### src/rtl/hazard_ctrl.sv
// hazard_ctrl: pipeline hazard controller for the 5-stage MIPS32 core
//   in : clk, rst (async, active-low), ID_RsAddr/ID_RtAddr/ID_UseRs/ID_UseRt (ID operands),
//        ID_EX_MemRead/ID_EX_RtAddr (load in EX), ID_Jump, EX_BranchTaken, MemReq, MemReady
//   out: PC/IF_ID/ID_EX/EX_MEM/MEM_WB_HzCtrl (00 normal, 01 flush, 10 stall),
//        StallCnt, FlushCnt (saturating), MemTimeout (sticky until reset)
module hazard_ctrl #(
  parameter int MEM_WAIT_MAX = 15,
  parameter int CNT_W = 32
) (
  input  logic             clk,
  input  logic             rst,
  input  logic [4:0]       ID_RsAddr,
  input  logic [4:0]       ID_RtAddr,
  input  logic             ID_UseRs,
  input  logic             ID_UseRt,
  input  logic             ID_EX_MemRead,
  input  logic [4:0]       ID_EX_RtAddr,
  input  logic             ID_Jump,
  input  logic             EX_BranchTaken,
  input  logic             MemReq,
  input  logic             MemReady,
  output logic [1:0]       PC_HzCtrl,
  output logic [1:0]       IF_ID_HzCtrl,
  output logic [1:0]       ID_EX_HzCtrl,
  output logic [1:0]       EX_MEM_HzCtrl,
  output logic [1:0]       MEM_WB_HzCtrl,
  output logic [CNT_W-1:0] StallCnt,
  output logic [CNT_W-1:0] FlushCnt,
  output logic             MemTimeout
);
  localparam int WW = MEM_WAIT_MAX < 1 ? 1 : $clog2(MEM_WAIT_MAX + 1);
  localparam logic [1:0] NORM = 2'b00;
  localparam logic [1:0] FLUSH = 2'b01;
  localparam logic [1:0] HOLD = 2'b10;
  typedef enum logic [1:0] {RUN, MEM_WAIT, MEM_ERR} state_t;
  state_t state, state_nx;
  logic [WW-1:0] wait_cnt, wait_nx;
  logic mem_busy, load_use;
  logic [9:0] hz;
  always_ff @(posedge clk or negedge rst)
    if (!rst) begin
      state <= RUN;
      wait_cnt <= '0;
    end else begin
      state <= state_nx;
      wait_cnt <= wait_nx;
    end
  always_comb begin
    state_nx = state;
    wait_nx = wait_cnt;
    if (state == RUN && MemReq && !MemReady) begin
      state_nx = MEM_WAIT;
      wait_nx = WW'(1);
    end else if (state == MEM_WAIT) begin
      if (MemReady) begin
        state_nx = RUN;
        wait_nx = '0;
      end else if (wait_cnt == WW'(MEM_WAIT_MAX)) state_nx = MEM_ERR;
      else wait_nx = wait_cnt + 1'b1;
    end
  end
  // a wait that completes this cycle releases the pipeline immediately, so lower priorities apply
  assign mem_busy = (state == RUN && MemReq && !MemReady) || (state == MEM_WAIT && !MemReady) ||
                    state == MEM_ERR;
  assign load_use = ID_EX_MemRead && ID_EX_RtAddr != 5'd0 &&
                    ((ID_UseRs && ID_RsAddr == ID_EX_RtAddr) || (ID_UseRt && ID_RtAddr == ID_EX_RtAddr));
  // order: PC, IF/ID, ID/EX, EX/MEM, MEM/WB; everything idles while reset is held
  always_comb begin
    hz = !rst ? '0 :
         mem_busy ? {HOLD, HOLD, HOLD, HOLD, FLUSH} :
         EX_BranchTaken ? {NORM, FLUSH, FLUSH, NORM, NORM} :
         load_use ? {HOLD, HOLD, FLUSH, NORM, NORM} :
         ID_Jump ? {NORM, FLUSH, NORM, NORM, NORM} : '0;
  end
  assign {PC_HzCtrl, IF_ID_HzCtrl, ID_EX_HzCtrl, EX_MEM_HzCtrl, MEM_WB_HzCtrl} = hz;
  assign MemTimeout = state == MEM_ERR;
  always_ff @(posedge clk or negedge rst)
    if (!rst) begin
      StallCnt <= '0;
      FlushCnt <= '0;
    end else begin
      if (PC_HzCtrl == HOLD && !(&StallCnt)) StallCnt <= StallCnt + 1'b1;
      if (IF_ID_HzCtrl == FLUSH && !(&FlushCnt)) FlushCnt <= FlushCnt + 1'b1;
    end
endmodule

### config.mk
export PLATFORM = sky130hd
export DESIGN_NAME = hazard_ctrl
export DESIGN_NICKNAME = d
export VERILOG_FILES = /design/src/rtl/hazard_ctrl.sv
export SDC_FILE = /design/constraint.sdc
export NUM_CORES = 1
export LEC_CHECK = 0
export CAP_MARGIN = 20
export CORE_ASPECT_RATIO = 0.9
export CORE_UTILIZATION = 44
export DETAILED_ROUTE_END_ITERATION = 10
export GPL_TIMING_DRIVEN = 0
export PLACE_DENSITY = 0.76
export SYNTH_ARGS = -nofsm -noshare
export SYNTH_HDL_FRONTEND = slang
export SYNTH_SLANG_ARGS = --single-unit
### constraint.sdc
create_clock -name clk -period 2.4 [get_ports clk]
set_input_delay 0.48 -clock clk [delete_from_list [all_inputs] [get_ports clk]]
set_output_delay 0.48 -clock clk [all_outputs]
set_load 0.01 [all_outputs]
# Word level (Yosys, flattened, before mapping)
# Index checks and enable logic that the tools add are counted.
# word_totals
register_bits	70
latchBits	0
mem_bits_rw	0
mem_bits_ro	0
input_bits	24
out_inout_bits	75
word_cells	51
n_memories	0
# op_classes
n_addsub	3
multipliers	0
div_mod_pow	0
magnitude_cmp	0
eq_ne	8
n_shift	0
muxes	13
n_bitwise	0
reduce_logical	23
# ops
op	count
$add 32x1->32 const B	2
$reduce_and 32->1	2
$mux 10	4
$mux 4	4
$eq 5x5->1	2
$logic_and 1x1->1	9
$mux 2	4
$mux 7	1
$reduce_bool 5->1	1
$add 4x1->4 const B	1
$eq 2x1->1 const B	2
$eq 2x2->1 const B	2
$eq 4x4->1 const B	1
$reduce_and 2->1	2
$logic_not 1->1	3
$logic_or 1x1->1	3
$ne 3x2->1 const B	1
$reduce_bool 3->1	1
$logic_not 2->1	1
$reduce_bool 2->1	1

# Longest topological paths before layout
# Gate-level depths: netlist of run 1.
# logic_depth
word_depth	10
mapped_depth	9
mapped_depth_nobuf	7

# Worst setup path before layout of run 1
# OpenSTA, ideal clock, no wires.
# synth_path
kind	input-to-output
startpoint	input ID_EX_RtAddr[1]
endpoint	output PC_HzCtrl[1]
arrival_time_ns	1.906
setup_slack_ns	0.014
stages	7
path_cell_list	or4_1 -> o21ai_2 -> nor3b_1 -> a21oi_4 -> inv_4 -> buf_6 -> buf_4
# synth_via
elab_chain_cells	8
elab_cells_between_ends	12
cone_classes	eq/ne: 2; mux: 4; reduce/logical: 6
# synth_rtl
element	line	text
start: declaration	17	input logic [4:0] ID_EX_RtAddr,
$eq 5x5->1	66	((ID_UseRs && ID_RsAddr == ID_EX_RtAddr) || (ID_UseRt && ID_RtAddr == ID_EX_RtAddr));
$logic_and 1x1->1	66	
$logic_or 1x1->1	66	
$logic_and 1x1->1 *	65	assign load_use = ID_EX_MemRead && ID_EX_RtAddr != 5'd0 &&
$mux 10 *	72	load_use ? {HOLD, HOLD, FLUSH, NORM, NORM} :
$mux 10 *	71	EX_BranchTaken ? {NORM, FLUSH, FLUSH, NORM, NORM} :
$mux 10 *	70	mem_busy ? {HOLD, HOLD, HOLD, HOLD, FLUSH} :
$mux 10 *	69	hz = !rst ? '0 :
end: declaration	22	output logic [1:0] PC_HzCtrl,
# Every way passes the cells marked *; elsewhere a longest branch is shown, timed or not.

# Worst setup path in the final report of run 1
# layout_path
startpoint	input ID_EX_RtAddr[1]
endpoint	output ID_EX_HzCtrl[0]
# layout_via
elab_chain_cells	8
elab_cells_between_ends	12
cone_classes	eq/ne: 2; mux: 4; reduce/logical: 6
# layout_rtl
element	line	text
$eq 5x5->1	66	
$logic_and 1x1->1	66	
$logic_or 1x1->1	66	
$logic_and 1x1->1 *	65	
$mux 10 *	72	
$mux 10 *	71	
$mux 10 *	70	
$mux 10 *	69	
end: declaration	24	output logic [1:0] ID_EX_HzCtrl,
# Marks and branches as above.

==> impl_results.md, run 1 <==
- Status: complete, but fails checks
- Failing checks: setup timing
- Core ar.: 8220 µm²
- GRT met1 Usage: 0.323
- Fin nets: 531
- Io pins: 99
- DRT Pass-1 Iters: 5
- Pwr/cell area: 595 nW/µm²
- Horiz. Die Dim: 100 µm
- EDFF count, synth: 0
- RePlAce Congestion: 0.829
- Post-synth cell types: 44
- Die extent in y: 90.5 µm
- Final setup violating endpoints: 1
- Min-delay worst type: in2async
- CP endpoint kind: output pin
- Peak fanout along the critical path: 3
- Routed via count: 3391
- Endpoints failing hold: 0
- Warnings, synthesis: 0
- DRT iter0 DRCs: 222
- WL/cell: 15.9 µm
- M3 GR Usage: 0.0372
- GRT overflow: 0
- Inserted Clock Buffers: 9
- Clock Skew: 0.0137 ns
- Critical Path AT: 1.95 ns
- Mux share of post-synthesis cell area: 0.00589
- Clk_lat worst skew: 0.35 ns
- Synth Instances: 384
- Maximum vdd ir drop: 413 µV
- Crit path kind: in2out
- Row Count: 31
- Initial core utilization: 0.465
- Asr flop ratio synth: 1.00
- H-tree lvl count: 3
- Top_reg_cell synth: dfrtp_1
- Area grow syn2layout: 40.0%
- Hpwl dp: 6900 µm
- Syn avg cell area: 9.96 µm²
- DRC Markers: 0
- Most frequent cells in the layout: clkdlybuf4s50_1, dfrtp_1, xor2_1
- GR peak layer: met2
- CP required: 1.92 ns
- Vias per std cell: 5.43
- Largest family of logic cells by synthesized area: simple AND/OR/NAND/NOR gates
- Post-Synth XOR/XNOR Area: 0.165
- Synth Area in Adders: 0.00981
- CTS tree: built
- Dominant cells by area after synthesis: dfrtp_1, xor2_1, xnor2_1
- Hold slack: 0.0570 ns
- Total power: 3.19 mW
- Layout fillers: 673
- Post-synth top area cell: dfrtp_1
- Seq/Total Area, Yosys: 0.458
- RSZ-0062 raised after global routing: true
- Vias in the first global route: 3196
- Post-synthesis register bit count: 70
- Number of antenna violations at the first check in global routing: 0
- Final WL: 9930 µm
- Setup WS pre-CTS: -1.12 ns
- Ratio of final minimum period to clock period: 1.01
- Commonest non-fill, non-tap cell in the layout: clkdlybuf4s50_1
- Clock root cell: clkbuf_8
- Overall Global Routing Usage: 0.226
- Die area: 9070 µm²
- Synth Cell Area: 3830 µm²
- Minimum clock period: 2.43 ns
- Met2 Use GR: 0.347
- LEAKAGE: 2.42 nW
- First-pass GRT wire length: 16300 µm
- Clk buf depth: 2
- Clock Sinks: 70
- Max_cap viols: 0
- Post-route setup slack: -0.0316 ns
- Count of final max-slew check failures: 0
- Post-route ant nets: 0
- Share of layout cells above drive strength 1: 0.187
- Simple-gate share of the synthesized area: 0.281
- Post-synth top area share: 0.458
- Synth Area in Compound Gates: 0.0350
- Antenna diode count: 0
- Pin count of the biggest net entering global routing: 50
- Fmax: 411 MHz
- Worst setup SP type: input pin
- CTS clock-pin slew for the worst setup and hold paths: 0.07 ns
- Port Buffers: 94
[cell type report]
type / instances / area [µm²] / share of cell area
plain buffers: 20 / 144 / 0.0269
repair buffers: 110 / 1070 / 0.199
clock inverters: 6 / 85.1 / 0.0159
well taps: 115 / 144 / 0.0269
multi-input cells: 289 / 2000 / 0.374
flip-flops and latches: 70 / 1760 / 0.328
inverters: 4 / 17.5 / 0.00327
clock buffers: 10 / 138 / 0.0257
[worst paths after layout]
| kind | start | to | slack, ns | cells past startpoint |
|---|---|---|---|---|
| worst max register to register | state[0] | StallCnt[1] | 0.09 | 11 |
| worst min-delay path | rst | FlushCnt[16] | 0.06 | 2 |
| min in group clk | MemReady | state[0] | 0.44 | 2 |
| worst min register to register | FlushCnt[29] | FlushCnt[29] | 0.49 | 1 |
| max in group asynchronous | rst | state[0] | 2.06 | 2 |
| worst max-delay path | ID_EX_RtAddr[1] | ID_EX_HzCtrl[0] | -0.03 | 8 |
[critical path: stages]
cell and delay, ns:
buf_8 0.10, or4_4 0.53, o21ai_4 0.17, buf_6 0.13, and2b_2 0.21, nor2_2 0.12
nor3_2 0.06, buf_2 0.14
[repair_timing]
action,4_1_cts,5_1_grt
resized for setup,54,27
hold endpoints to repair,25,0
hold buffers,1,0
pin swaps,13,10
buffers inserted,9,5
setup endpoints to repair,18,43
[sequential cells by signal (all words and copies together) (netlist names)]
name / cells
FlushCnt: 32
StallCnt: 32
wait_cnt: 4
state: 2
[logic make-up after synthesis]
group                    after synthesis
AO/OA/AOI/OAI                         20
XOR/XNOR                              72
adder cells (fa/ha/maj)                3
buffers and inverters                 27
flip-flops                            70
multiplexers                           2
other                                  1
AND/OR/NAND/NOR                      189
[metrics by stage]
stage	util	TNS (ns)	cell area [µm²]	cells
6_report	0.651	-0.0316	5360	624
3_5_place_dp	0.601	-24.56	4940	596
2_1_floorplan	-	0	3830	386
3_3_place_gp	0.598	-305.33	4920	595
5_1_grt	0.651	-0.115	5360	624
4_1_cts	0.638	-0.0878	5250	621
[routing by layer]
layer,wire length [µm],vias to the layer above
met5,0,-
met1,4540,1659
met3,580,11
li1,-,1603
met4,127,0
met2,4690,118
[synth_stat cells (2+ instances only)]
| cell type | count |
|---|---|
| and4_1 | 5 |
| dfrtp_1 | 70 |
| buf_6 | 3 |
| buf_4 | 9 |
| nand2_1 | 29 |
| nand4_1 | 27 |
| nor3_1 | 22 |
| a21oi_1 | 4 |
| nor4b_1 | 2 |
| o21ai_0 | 7 |
| nor3b_1 | 2 |
| nor4_2 | 2 |
| inv_1 | 3 |
| nor4_1 | 24 |
| and3_4 | 3 |
| o31ai_1 | 2 |
| xnor2_1 | 26 |
| or3_1 | 2 |
| or4_1 | 2 |
| or2_2 | 3 |
| and3_1 | 6 |
| nand3b_1 | 2 |
| buf_2 | 10 |
| nand3_1 | 27 |
| nor3b_2 | 2 |
| mux2_2 | 2 |
| and2_1 | 5 |
| nand2b_1 | 2 |
| xor2_1 | 46 |
| ha_1 | 3 |
| nor2_1 | 19 |
[power by group]
group | switching, mW | internal, mW | leakage [nW]
Combinational | 0.316 | 0.367 | 1.38
Clock | 0.456 | 0.610 | 0.108
Sequential | 0.148 | 1.29 | 0.938
Total | 0.921 | 2.27 | 2.42
No activity file was read; power rests on OpenSTA's default activity.
==> inputs of run 2 (changes only) <==
==> constraint.sdc (replaced) <==
create_clock -name clk -period 2.4 [get_ports clk]
set_input_delay 0.48 -clock clk [delete_from_list [all_inputs] [get_ports clk]]
set_output_delay 0.48 -clock clk [all_outputs]
set_load 0.05 [all_outputs]
==> run 2 against run 1 <==
The flow still finishes with violations (setup timing). Register-to-register slack better by 0.05 ns. Combinational power grew 48%. Final area shrank 0.30%. Utilization decreased by 0.20 points. Fmax is 1.4% lower. Critical endpoint unchanged. Clock-buffer cell count up 1. Sequential cell count did not move. Die area stayed put. Highest routed layer unchanged. Largest power group unchanged. Sequential share of layout area grew 0.053 points. Worst setup slack got worse by 0.033 ns.
==> impl_results.md, run 2 (synthesized netlist as in run 1, its figures left out) <==
- RSZ-0062 raised after global routing: true
- Final setup violating endpoints: 3
- Setup TNS: -0.127 ns
- Routed via count: 3477
- Final WL: 10000 µm
- Min-delay worst type: in2async
- Post-route setup slack: -0.0649 ns
- Area grow syn2layout: 39.5%
- Ratio of final minimum period to clock period: 1.03
- Relative slew slack: 0.658
- Crit path kind: in2out
- Critical-path cell list: buf_8 -> or4_4 -> o21ai_4 -> buf_4 -> and2b_2 -> nor2_1 -> nor3_2 -> buf_6
- Worst setup SP type: input pin
- Number of antenna violations at the first check in global routing: 0
- Io pins: 99
- CTS tree: built
- Horiz. Die Dim: 100 µm
- Status: complete, but fails checks
- Overall Global Routing Usage: 0.229
- Biggest registers after layout: FlushCnt (32), StallCnt (32), wait_cnt (4)
- CP required: 1.92 ns
- Share of layout cells above drive strength 1: 0.185
- Port Buffers: 94
- Count of final max-slew check failures: 0
- Die area: 9070 µm²
- Maximum vdd ir drop: 824 µV
- Worst-margin pin slew: 0.512 ns
- Critical path's slowest cell: or4_4
- Inserted Clock Buffers: 9
- WL/cell: 16.1 µm
- Clk buf depth: 2
- Post-route ant nets: 0
- Vias in the first global route: 3386
- Hpwl dp: 6960 µm
- Minimum clock period: 2.46 ns
- Initial core utilization: 0.465
- RePlAce Congestion: 0.922
- Antenna diode count: 0
- Clk_lat worst skew: 0.34 ns
- Core ar.: 8220 µm²
- GRT overflow: 0
- Endpoints failing hold: 0
- Row Count: 31
- Clock Sinks: 70
- Max_cap viols: 0
- R2R Setup Slk: 0.14 ns
- CP peak stage delay: 0.54 ns
- Failing checks: setup timing
- CTS clock-pin slew for the worst setup and hold paths: 0.07 ns
- H-tree lvl count: 3
- DRC Markers: 0
- Die extent in y: 90.5 µm
- DRT iter0 DRCs: 259
- Commonest non-fill, non-tap cell in the layout: clkdlybuf4s50_1
- Most frequent cells in the layout: clkdlybuf4s50_1, dfrtp_1, xor2_1
- Critical Path AT: 1.98 ns
- First-pass GRT wire length: 16500 µm
- Setup WS pre-CTS: -1.31 ns
- Pwr/cell area: 638 nW/µm²
- Pin count of the biggest net entering global routing: 55
- Vias per std cell: 5.57
- Clock root cell: clkbuf_8
- CP endpoint kind: output pin
- Layout fillers: 703
- Clock Skew: 0.0119 ns
- DRT Pass-1 Iters: 6
- Fin nets: 531
- Fmax: 406 MHz
- Peak fanout along the critical path: 2
- LEAKAGE: 2.42 nW
-- run 2: worst paths after layout --
| check | startpoint | to | depth (start not counted) |
|---|---|---|---|
| min in group clk | MemReady | state[0] | 2 |
| hold reg to reg | FlushCnt[29] | FlushCnt[29] | 1 |
| hold / removal | rst | FlushCnt[14] | 1 |
| setup / recovery | ID_EX_RtAddr[4] | ID_EX_HzCtrl[0] | 8 |
| max in group asynchronous | rst | StallCnt[10] | 2 |
| setup reg to reg | FlushCnt[0] | FlushCnt[17] | 8 |
-- run 2: per-layer routing --
layer | part of all wire | up-vias | global-route usage
met4 | 0.015 | 0 | 0.0942
met2 | 0.47 | 153 | 0.356
met1 | 0.44 | 1701 | 0.307
met3 | 0.070 | 15 | 0.0550
li1 | - | 1608 | -
met5 | 0 | - | 0
-- run 2: cell type report --
class | instances | area (µm²) | area share
buffer | 21 | 153 | 0.0286
clock buffer | 11 | 141 | 0.0265
clock inverter | 5 | 58.8 | 0.0110
inverter | 4 | 20.0 | 0.00375
multi-input combinational | 289 | 2000 | 0.375
sequential | 70 | 1750 | 0.328
tap | 115 | 144 | 0.0270
timing repair buffer | 109 | 1070 | 0.200
-- run 2: critical path, delay by kind of cell --
kind	cells	cell delay, ns
simple gates	4	0.91
buf+inv	3	0.41
compound gates	1	0.18
-- run 2: what timing repair did --
| item | 4_1_cts | 5_1_grt |
|---|---|---|
| gates cloned | 0 | 1 |
| setup buffers | 9 | 4 |
| hold buffers | 0 | 0 |
| pin swaps | 16 | 4 |
| resized for setup | 81 | 14 |
| setup endpoints to repair | 10 | 38 |
-- run 2: metrics by stage --
stage | std cells | util | area [µm²] | hold slack [ns] | power, mW
floorplan | 386 | - | 3840 | 0.184 | 2.06
global placement | 595 | 0.599 | 4930 | 0.475 | 2.41
detailed placement | 596 | 0.602 | 4950 | 0.385 | 2.44
CTS | 620 | 0.639 | 5260 | 0.00484 | 3.42
global route | 624 | 0.649 | 5340 | 0.0350 | 3.55
finish | 624 | 0.649 | 5340 | 0.0361 | 3.41
-- run 2: power by group --
| group | internal [mW] | switching [mW] | leakage, nW |
|---|---|---|---|
| Combinational | 0.366 | 0.645 | 1.38 |
| Sequential | 1.29 | 0.151 | 0.941 |
| Clock | 0.509 | 0.448 | 0.0955 |
